### src/rtl/box_drawer.sv
`default_nettype none
// ============================================================================
//  Module   : box_drawer
//  Purpose  : Redraws a square sprite on a VGA frame buffer each time its row
//             changes. On a game tick the old box is erased with the
//             background colour and then drawn at the new row, one pixel per
//             clk, in row-major order. Rows at or past SCREEN_H are clipped:
//             they still take their cycle but issue no write strobe.
//  Ports    : clk          - system clock, rising edge
//             resetn       - asynchronous active-low reset
//             game_tick    - one-clk pulse per game tick
//             y_coordinate - current box top row (7 bits)
//             vga_x        - pixel column (8 bits, registered)
//             vga_y        - pixel row (7 bits, registered)
//             vga_colour   - pixel colour (3 bits, registered)
//             vga_plot     - pixel write strobe (registered)
//             busy         - high while a redraw is in progress (registered)
//  Revision : 1.0 - initial release
// ============================================================================
module box_drawer #(
  parameter logic [7:0] BOX_X      = 8'd20,
  parameter int         BOX_SIZE   = 4,
  parameter logic [2:0] BOX_COLOUR = 3'b110,
  parameter logic [2:0] BG_COLOUR  = 3'b000,
  parameter logic [6:0] SCREEN_H   = 7'd120
) (
  input  logic       clk,
  input  logic       resetn,
  input  logic       game_tick,
  input  logic [6:0] y_coordinate,
  output logic [7:0] vga_x,
  output logic [6:0] vga_y,
  output logic [2:0] vga_colour,
  output logic       vga_plot,
  output logic       busy
);

  // Index of the last column/row inside the box.
  localparam logic [2:0] c_LAST = 3'(BOX_SIZE - 1);

  typedef enum logic [1:0] {
    S_IDLE  = 2'd0,
    S_ERASE = 2'd1,
    S_DRAW  = 2'd2,
    S_DONE  = 2'd3
  } state_t;

  state_t     state_q, state_d;
  // The pixel counter p is kept split as (row, col) so that p / BOX_SIZE and
  // p mod BOX_SIZE never need a divider.
  logic [2:0] col_q, col_d;
  logic [2:0] row_q, row_d;
  logic       pending_q, pending_d;
  logic       drawn_valid_q, drawn_valid_d;
  logic [6:0] drawn_y_q, drawn_y_d;
  logic [6:0] new_y_q, new_y_d;
  logic [7:0] vga_x_q, vga_x_d;
  logic [6:0] vga_y_q, vga_y_d;
  logic [2:0] vga_colour_q, vga_colour_d;
  logic       vga_plot_q, vga_plot_d;
  logic       busy_q, busy_d;

  logic [6:0] w_base;
  logic [7:0] w_row_sum;
  logic       w_last;

  // Erase scans the previously drawn position, draw scans the new one.
  assign w_base    = (state_q == S_ERASE) ? drawn_y_q : new_y_q;
  // Eight bits wide so a box near the bottom cannot wrap back to row 0.
  assign w_row_sum = {1'b0, w_base} + {5'b0, row_q};
  assign w_last    = (col_q == c_LAST) && (row_q == c_LAST);

  always_comb begin
    state_d       = state_q;
    col_d         = col_q;
    row_d         = row_q;
    pending_d     = pending_q;
    drawn_valid_d = drawn_valid_q;
    drawn_y_d     = drawn_y_q;
    new_y_d       = new_y_q;
    vga_x_d       = vga_x_q;
    vga_y_d       = vga_y_q;
    vga_colour_d  = vga_colour_q;
    vga_plot_d    = 1'b0;

    case (state_q)
      S_IDLE: begin
        if (game_tick || pending_q) begin
          new_y_d   = y_coordinate;
          pending_d = 1'b0;
          col_d     = 3'd0;
          row_d     = 3'd0;
          if (!drawn_valid_q) begin
            state_d = S_DRAW;
          end else if (y_coordinate != drawn_y_q) begin
            state_d = S_ERASE;
          end
          // Box already shown at this row: nothing to redraw.
        end
      end

      S_ERASE, S_DRAW: begin
        if (game_tick) begin
          pending_d = 1'b1;
        end
        vga_x_d      = BOX_X + {5'b0, col_q};
        vga_y_d      = w_row_sum[6:0];
        vga_colour_d = (state_q == S_ERASE) ? BG_COLOUR : BOX_COLOUR;
        vga_plot_d   = (w_row_sum < {1'b0, SCREEN_H});

        if (w_last) begin
          col_d   = 3'd0;
          row_d   = 3'd0;
          state_d = (state_q == S_ERASE) ? S_DRAW : S_DONE;
        end else if (col_q == c_LAST) begin
          col_d = 3'd0;
          row_d = row_q + 3'd1;
        end else begin
          col_d = col_q + 3'd1;
        end
      end

      S_DONE: begin
        if (game_tick) begin
          pending_d = 1'b1;
        end
        drawn_y_d     = new_y_q;
        drawn_valid_d = 1'b1;
        state_d       = S_IDLE;
      end

      default: begin
        state_d = S_IDLE;
      end
    endcase

    busy_d = (state_d != S_IDLE);
  end

  always_ff @(posedge clk or negedge resetn) begin
    if (!resetn) begin
      state_q       <= S_IDLE;
      col_q         <= 3'd0;
      row_q         <= 3'd0;
      pending_q     <= 1'b0;
      drawn_valid_q <= 1'b0;
      drawn_y_q     <= 7'd0;
      new_y_q       <= 7'd0;
      vga_x_q       <= 8'd0;
      vga_y_q       <= 7'd0;
      vga_colour_q  <= 3'd0;
      vga_plot_q    <= 1'b0;
      busy_q        <= 1'b0;
    end else begin
      state_q       <= state_d;
      col_q         <= col_d;
      row_q         <= row_d;
      pending_q     <= pending_d;
      drawn_valid_q <= drawn_valid_d;
      drawn_y_q     <= drawn_y_d;
      new_y_q       <= new_y_d;
      vga_x_q       <= vga_x_d;
      vga_y_q       <= vga_y_d;
      vga_colour_q  <= vga_colour_d;
      vga_plot_q    <= vga_plot_d;
      busy_q        <= busy_d;
    end
  end

  assign vga_x      = vga_x_q;
  assign vga_y      = vga_y_q;
  assign vga_colour = vga_colour_q;
  assign vga_plot   = vga_plot_q;
  assign busy       = busy_q;

endmodule
`default_nettype wire
### config.mk
export PLATFORM = sky130hd
export DESIGN_NAME = box_drawer
export DESIGN_NICKNAME = d
export VERILOG_FILES = /design/src/rtl/box_drawer.sv
export SDC_FILE = /design/constraint.sdc
export NUM_CORES = 1
export LEC_CHECK = 0
export BUFFER_PORTS_ARGS = -buffer_cell sky130_fd_sc_hd__buf_2
export CAP_MARGIN = 0
export CORE_AREA = 3 3 86 88
export DETAILED_ROUTE_END_ITERATION = 7
export DIE_AREA = 0 0 89 91
export GPL_TIMING_DRIVEN = 0
export HOLD_SLACK_MARGIN = 0.05
export PLACE_DENSITY = 0.44
export REMOVE_ABC_BUFFERS = 1
export SLEW_MARGIN = 20
export SYNTH_ARGS = -nofsm -noshare
export SYNTH_HDL_FRONTEND = slang
export SYNTH_SLANG_ARGS = --single-unit
export TNS_END_PERCENT = 100
### constraint.sdc
create_clock -name clk -period 3.3 [get_ports clk]
set_input_delay 0.66 -clock clk [delete_from_list [all_inputs] [get_ports clk]]
set_output_delay 0.66 -clock clk [all_outputs]
set_load 0.02 [all_outputs]
==> metrics list, run 1 <==
- Final setup fails: 0
* Switching part of the total: between 40 and 50%
- Logic pwr share: about 53%
* Top-level I/O count: 30
* Final Critical Period: around 3.0 ns
- The worst setup path is launched from a flop.
- In the synthesized netlist the async set-or-reset flop fraction comes to between 90% and 100%.
* Crit path largest cell delay: between 0.4 and 0.5 ns
* Site Rows: 30
- Number of antenna violations at the first check in global routing: 0
- The first global-routing pass estimated a little under 7000 um of wire.
- Via count: 1303
- Clock sink count: 39
- Die width: between 80 and 90 um
* Iteration count of the initial detailed-routing pass: 4
- From synthesis to final layout, the design area changed by 13.3%.
- After synthesis the cells add up to a little under 0.002 mm2.
- Once placement finished, the instance area stood at approximately 0.0022 mm2.
* Share of final-layout standard cells stronger than drive strength 1: about a third
- Across the run, the number of max-cap violations was 0.
* Max Clock Freq: about 340 MHz
- Switching power summed over all nets: 1.03 mW
* PD cells: 1100 mW/mm2
- Synth warnings: 0
* Number of buffers created by CTS: 5
- The worst setup path is captured at a flop.
* Total wire length: between 4000 and 5000 um
- First-iteration detailed-routing DRC count: 31
- Setup tns final: 0 ns
- The global routing stage identified its most utilized layer as met2.
- Min Hold Slack: 0.469 ns
- Buffers inserted to repair hold after CTS numbered 0.
- Port buffering added 25 buffers.
* Number of filler instances in the final layout: 651
- Placed cell count: approximately 270
- Root buffer selected by CTS: sky130_fd_sc_hd__clkbuf_8
- The count of cells in the finished layout, fillers not included, comes to 272.
- Post-detailed-placement half-perimeter wirelength: 2950 um
- Together, buffers and inverters on the worst path number 1.
- Effective utilization at floorplan: about 30%
* ANT nets after route: 0
- Among the stages of the critical path, the cell type that occurs most often is sky130_fd_sc_hd__mux2_2.
- Inserted Diodes: 0
* Number of synthesized register bits: 39
* Commonest cells after routing, fill and taps aside: sky130_fd_sc_hd__dfrtp_1, sky130_fd_sc_hd__mux2_2, sky130_fd_sc_hd__buf_2
* Post-synth EDFFs: 0
- Data on the critical path is required at its endpoint by 3.47 ns.
- Global routing used between 10% and 20% of the available tracks.
- Design Area, Final: 0.00225 mm2
- Power, Total: about 2.5 mW
* Clock input transition at the sequential cells of the worst setup and hold paths: ~0.070 ns
- In this run the mean area of a mapped cell was about 12 um2.
* RSZ-0062 raised after global routing: false
- Part of the total power dissipated in the clock network: a little over an eighth
* Die area: 0.00810 mm2
* Highest-delay cell along the critical path: sky130_fd_sc_hd__fa_1
- Worst-path fanout max: 10
- Maximum vdd ir drop: ~0.28 mV
- The clock reaches the later pin of the worst-skew pair after between 0.2 and 0.3 ns.
- The worst path uses between 80% and 90% of the clock period.
- For the pin with the worst max-slew slack, the measured transition is approximately 0.90 ns.
- Global-route met1 utilization: 14.7%
* Final layout net count: roughly 210
- Leaving out fill and tap cells, the most frequent cell in the layout is sky130_fd_sc_hd__dfrtp_1.
- Once the clock tree was built, the setup fixing pass inserted 0 buffers.
- TritonCTS built the clock tree.
* Post-Synthesis Cells: around 170
* Arr. time, crit path: about 3.1 ns
* Post-synthesis sequential area ratio: 49.1%
- Share of total power in sequential cells: roughly a third
- Global routing met3 resource utilization: about 3.1%
* Final RePlAce weighted congestion: 0.711
- Yosys mapped the design onto 36 distinct sky130hd cell types.
- Measured along the y axis, the die boundary spans between 90 and 100 um.
* Vias per cell: around 4.8
- Traced cell by cell, the critical path runs through inv_1 -> ha_2 -> mux2_2 -> ha_1 -> fa_1 -> a21oi_1 -> nor2_1 -> xnor2_1 -> mux2_2.
- Most common flop cell mapped by yosys: sky130_fd_sc_hd__dfrtp_1
- In this run the tightest slew margin relative to its limit is 40.1%.
- For this design the static power due to leakage is ~1.0 nW.
- Total grt overflow: 0
- Cell internal power was estimated by the tool at 1.46 mW.
- Tightest Hold Check Type: reg -> reg
- Vias in the first global route: ~1400
- Met2 Resource Use GR: 16.9%
- The worst setup path is of the reg -> reg kind.
- Cell family with most CP delay: adder cells
* Run status: completed
* Worst-case clock skew: 0.00622 ns
- In this run the standard cell core region covers ~0.0067 mm2.
- Number of endpoints with negative hold slack in the final report: 0
- Post-detailed-route DRC marker count: 0
- Slew Limit Fails: 0
- CTS H-tree lvls: 2
- WL/cell: approximately 15 um
- Entering global routing, the biggest net connects 40 pins.
- Buffer depth of the longest clock path: 2
==> stage by stage <==
| stage | setup WS (ns) | utilization, % |
|---|---|---|
| 4_1_cts | 0.153 | 33.5 |
| 6_report | 0.347 | 33.6 |
| 5_1_grt | 0.178 | 33.6 |
| 3_5_place_dp | 0.163 | 32.2 |
| 3_3_place_gp | 0.258 | 32.2 |
| 2_1_floorplan | 0.583 | - |
==> what timing repair did <==
action	CTS	global route
hold endpoints to repair	0	0
endpoints found under the setup margin	0	1
resized for setup	0	1
==> layout make-up <==
cell class	count	area (um2)	area share, %
Tap cell	80	100	4.44
Multi-Input combinational cell	114	940	41.7
Inverter	7	26.3	1.17
Sequential cell	39	976	43.3
Clock inverter	1	5.00	0.222
Clock buffer	6	82.6	3.66
Timing Repair Buffer	25	125	5.55
==> power by group through the flow <==
stage	clock network (mW)	logic, mW	registers [mW]
finish	0.328	1.31	0.846
floorplan	0	0.878	0.936
detailed placement	0	1.33	0.857
CTS	0.339	1.34	0.848
global route	0.360	1.47	0.878
global placement	0	1.29	0.841
==> cell usage after synthesis (3+ instances only) <==
cell type	n	area share (%)
sky130_fd_sc_hd__dfrtp_1	39	49
sky130_fd_sc_hd__ha_1	10	6.3
sky130_fd_sc_hd__xnor2_1	4	1.8
sky130_fd_sc_hd__inv_1	7	1.3
sky130_fd_sc_hd__nand2_1	5	0.94
sky130_fd_sc_hd__buf_4	5	1.9
sky130_fd_sc_hd__xor2_1	8	3.5
sky130_fd_sc_hd__nor2_1	8	1.5
sky130_fd_sc_hd__mux2_2	26	15
sky130_fd_sc_hd__nand2b_1	4	1.3
sky130_fd_sc_hd__mux2i_1	4	2.0
sky130_fd_sc_hd__o21ai_0	9	2.3
sky130_fd_sc_hd__a21oi_1	5	1.3
sky130_fd_sc_hd__nand3_1	3	0.75
==> worst register-to-register path, stage by stage (launching register included) <==
cell and delay (ns):
sky130_fd_sc_hd__dfrtp_1 0.41, sky130_fd_sc_hd__inv_1 0.12, sky130_fd_sc_hd__ha_2 0.39, sky130_fd_sc_hd__mux2_2 0.40
sky130_fd_sc_hd__ha_1 0.23, sky130_fd_sc_hd__fa_1 0.43, sky130_fd_sc_hd__a21oi_1 0.32, sky130_fd_sc_hd__nor2_1 0.11
sky130_fd_sc_hd__xnor2_1 0.15, sky130_fd_sc_hd__mux2_2 0.27
==> flip-flops by register name (all words and copies together), names as in the netlist <==
name,cells
drawn_y_q,7
new_y_q,7
vga_y,7
vga_x,5
col_q,3
row_q,3
state_q,2
busy,1
drawn_valid_q,1
pending_q,1
vga_colour,1
vga_plot,1
==> logic make-up (layout without fill, tap and decap cells) <==
group           Yosys count  count (layout)  share of synthesized area, %
fa+ha+maj                11              11                          7.30
xor+xnor                 12              12                          5.28
buf+inv                  16              39                          4.40
simple gates             31              31                          8.36
mux                      32              32                          18.2
flops                    39              39                          49.1
other cells               1               4                         0.188
compound gates           24              24                          7.23
==> worst paths after layout <==
| kind | start | to | slack [ns] | cells after the start |
|---|---|---|---|---|
| max in group asynchronous | resetn | vga_plot | 2.24 | 1 |
| min in group asynchronous | resetn | drawn_y_q[0] | 0.50 | 1 |
| worst max-delay path | state_q[1] | vga_y[4] | 0.35 | 9 |
| worst min register to register | vga_x[4] | vga_x[4] | 0.47 | 1 |
| worst min-delay path | vga_x[4] | vga_x[4] | 0.47 | 1 |
| worst max register to register | state_q[1] | vga_y[4] | 0.35 | 9 |
==> layer usage <==
metal / part of all wire (%) / up-vias
li1: - / 623
met1: 47 / 646
met2: 47 / 27
met3: 5.1 / 7
met4: 1.5 / 0
met5: 0 / -
Power figures use the tool's default switching activity.
==> inputs of run 2 (changes only) <==
--- a/config.mk
+++ b/config.mk
@@ -12,8 +12,7 @@
 export DIE_AREA = 0 0 89 91
 export GPL_TIMING_DRIVEN = 0
 export HOLD_SLACK_MARGIN = 0.05
-export PLACE_DENSITY = 0.44
-export REMOVE_ABC_BUFFERS = 1
+export PLACE_DENSITY = 0.53
 export SLEW_MARGIN = 20
 export SYNTH_ARGS = -nofsm -noshare
 export SYNTH_HDL_FRONTEND = slang
==> metrics list, run 2 (synthesis results as in run 1) <==
* Number of hold buffers added after CTS: 0 (unchanged)
- The total length of routed wires came to 3860 um (-5.9%).
- Via count: 1293 (-0.77%)
* RSZ-0062 raised after global routing: false
- The number of rows in the core area was 30 (unchanged).
- The largest net degree at the start of global routing was 40 (unchanged).
- The path class of the tightest hold or removal check is reg -> reg.
- The number of antenna violations at the first check in global routing came to 0 (unchanged).
- The peak clock frequency supported by timing came to 356 MHz (+5.3%).
* First-pass GRT wire length: 6470 um (-4.5%)
* Buffer depth of the longest clock path: 2 (unchanged)
* Commonest cells after routing, fill and taps aside: sky130_fd_sc_hd__dfrtp_1, sky130_fd_sc_hd__mux2_2, sky130_fd_sc_hd__buf_2
- Vias per cell: 4.59 (-4.3%)
- The area growth from synthesis to layout is 16.9%.
- Maximum vdd ir drop: 0.394 mV (+39%)
- Leaving out fill and tap cells, the most frequent cell in the layout is sky130_fd_sc_hd__dfrtp_1.
* Clock latency reported for the late side of the worst-skew pair: 0.29 ns (about the same)
* Fraction of the cycle the final worst path needs: 85.0% (-4.5 points)
* Clock sink count: 39 (unchanged)
- Top-level I/O count: 30 (unchanged)
- Share of total power in sequential cells: 33.6% (-0.4 points)
* Setup Buffers After CTS: 0 (unchanged)
* PD cells: 1080 mW/mm2 (-1.6%)
- Post-detailed-placement half-perimeter wirelength: 2830 um (-4.1%)
* Max layer used: met4
- Total grt overflow: 0 (unchanged)
- The fraction of final layout cells with drive strength greater than 1 came to 34.7% (+1.3 points).
- The number of nets in the finished design was 222 (+4.2%).
* Slack of the worst reg-to-reg path: 0.49 ns (+0.15 ns)
- Worst-Margin Slew: 0.889 ns (-0.00903 ns)
- Iteration count of the initial detailed-routing pass: 4 (unchanged)
- Worst-case clock skew: 0.00659 ns (+0.000371 ns)
- Slew Limit Fails: 0 (unchanged)
* Run status: completed
- Die area: 0.00810 mm2 (unchanged)
- The number of max-cap violations is 0 (unchanged).
- The clock input transition at the sequential cells of the worst setup and hold paths was 0.08 ns (about the same).
- Int Power: 1.51 mW (+3.3%)
- Met2 wire length: 1690 um (-12%)
- Global-route usage over all layers: 10.6% (-0.39 points)
- Root buffer selected by CTS: sky130_fd_sc_hd__clkbuf_8
- The global placer's final weighted congestion came to 0.773 (+8.7%).
- The arrival time at the worst endpoint is 2.98 ns (-0.15 ns).
* WL/cell: 13.7 um (-9.2%)
- Part of the total power dissipated in the clock network: 14.0% (+0.8 points)
- The total DRC errors in the routed layout is 0 (unchanged).
- Switching power summed over all nets: 1.02 mW (-0.94%)
* Leakage dissipation: 1.09 nW (+4.4%)
- The number of global-route vias before repair came to 1300 (-6.5%).
- Die width: 89 um (unchanged)
* Logic pwr share: 52.4% (-0.4 points)
- The die height is 91 um (unchanged).
- The worst setup path is launched from a flop.
* Headroom to the max-slew limit: 40.7% (+0.60 points)
- Met1 wire length: 1960 um (+2.5%)
* Inserted Diodes: 0 (unchanged)
* Amount of wire on met3 after detailed routing: 170 um (-18%)
- Data required time of the critical path: 3.48 ns (about the same)
* CTS H-tree lvls: 2 (unchanged)
- CTS tree: built
* Total of cells resized after clock tree synthesis: 0 (unchanged)
- The core outline area came to 0.00672 mm2 (unchanged).
- The largest fanout on the critical path came to 10 (unchanged).
- The post-layout utilization of the core is 34.6% (+1.1 points).
- Final setup fails: 0 (unchanged)
- Start-to-end type of the worst setup path: reg -> reg
* Number of endpoints with negative hold slack in the final report: 0 (unchanged)
- The clock period minus final worst setup slack came to 2.81 ns (-0.148 ns).
- The count of buffers inserted at the top-level ports came to 25 (unchanged).
* Effective utilization at floorplan: 29.6% (unchanged)
* Setup tns final: 0 ns (unchanged)
* Number of buffers created by CTS: 5 (unchanged)
- ANT nets after route: 0 (unchanged)
- The switching portion of total power is 40.3% (-1.0 points).
- Crit path capture type: flop
- The detailed router's first-iteration violation count came to 50 (+61%).
## run 2: worst paths after layout
path / from / end / depth (start not counted)
worst max-delay path: state_q[1] / vga_y[4] / 10
worst min-delay path: vga_x[4] / vga_x[4] / 1
worst max register to register: state_q[1] / vga_y[4] / 10
worst min register to register: vga_x[4] / vga_x[4] / 1
max in group asynchronous: resetn / row_q[2] / 1
min in group asynchronous: resetn / drawn_y_q[6] / 1
## run 2: final cells by class
class	instances	area [um2]
plain buffers	9	61.3
clock buffers	8	100
fillers	693	4390
inverters	7	26.3
multi-input cells	114	937
flip-flops and latches	39	976
well taps	80	100
repair buffers	25	125
## run 2: per-layer routing
layer  global-route usage [%]  vias up
li1                         -      649
met1                     14.9      614
met2                     15.2       26
met3                     3.27        4
met4                     3.72        0
met5                        0        -
## run 2: metrics by stage
stage / hold WS (ns) / power (mW) / setup slack (ns) / cell area, um2 / instances
finish: 0.475 / 2.52 / 0.495 / 2330 / 282
global route: 0.486 / 2.75 / 0.309 / 2330 / 282
CTS: 0.475 / 2.58 / 0.464 / 2330 / 282
detailed placement: 0.455 / 2.20 / 0.497 / 2230 / 274
global placement: 0.448 / 2.20 / 0.477 / 2230 / 274
floorplan: 0.364 / 1.85 / 0.711 / 2000 / 169
## run 2: worst max-delay path: stages, from the launching register on
cell                      delay [ns]
sky130_fd_sc_hd__dfrtp_1        0.43
sky130_fd_sc_hd__inv_1          0.11
sky130_fd_sc_hd__ha_1           0.16
sky130_fd_sc_hd__buf_6          0.15
sky130_fd_sc_hd__mux2_2         0.34
sky130_fd_sc_hd__ha_1           0.21
sky130_fd_sc_hd__fa_1           0.44
sky130_fd_sc_hd__a21oi_1        0.31
sky130_fd_sc_hd__nor2_1         0.11
sky130_fd_sc_hd__xnor2_1        0.15
sky130_fd_sc_hd__mux2_2         0.28
## run 2: power by group through the flow
stage | logic [mW] | registers, mW | clock network, mW
5_1_grt | 1.48 | 0.878 | 0.391
4_1_cts | 1.36 | 0.852 | 0.372
6_report | 1.32 | 0.848 | 0.352
2_1_floorplan | 0.922 | 0.928 | 0
3_5_place_dp | 1.34 | 0.861 | 0
3_3_place_gp | 1.34 | 0.854 | 0
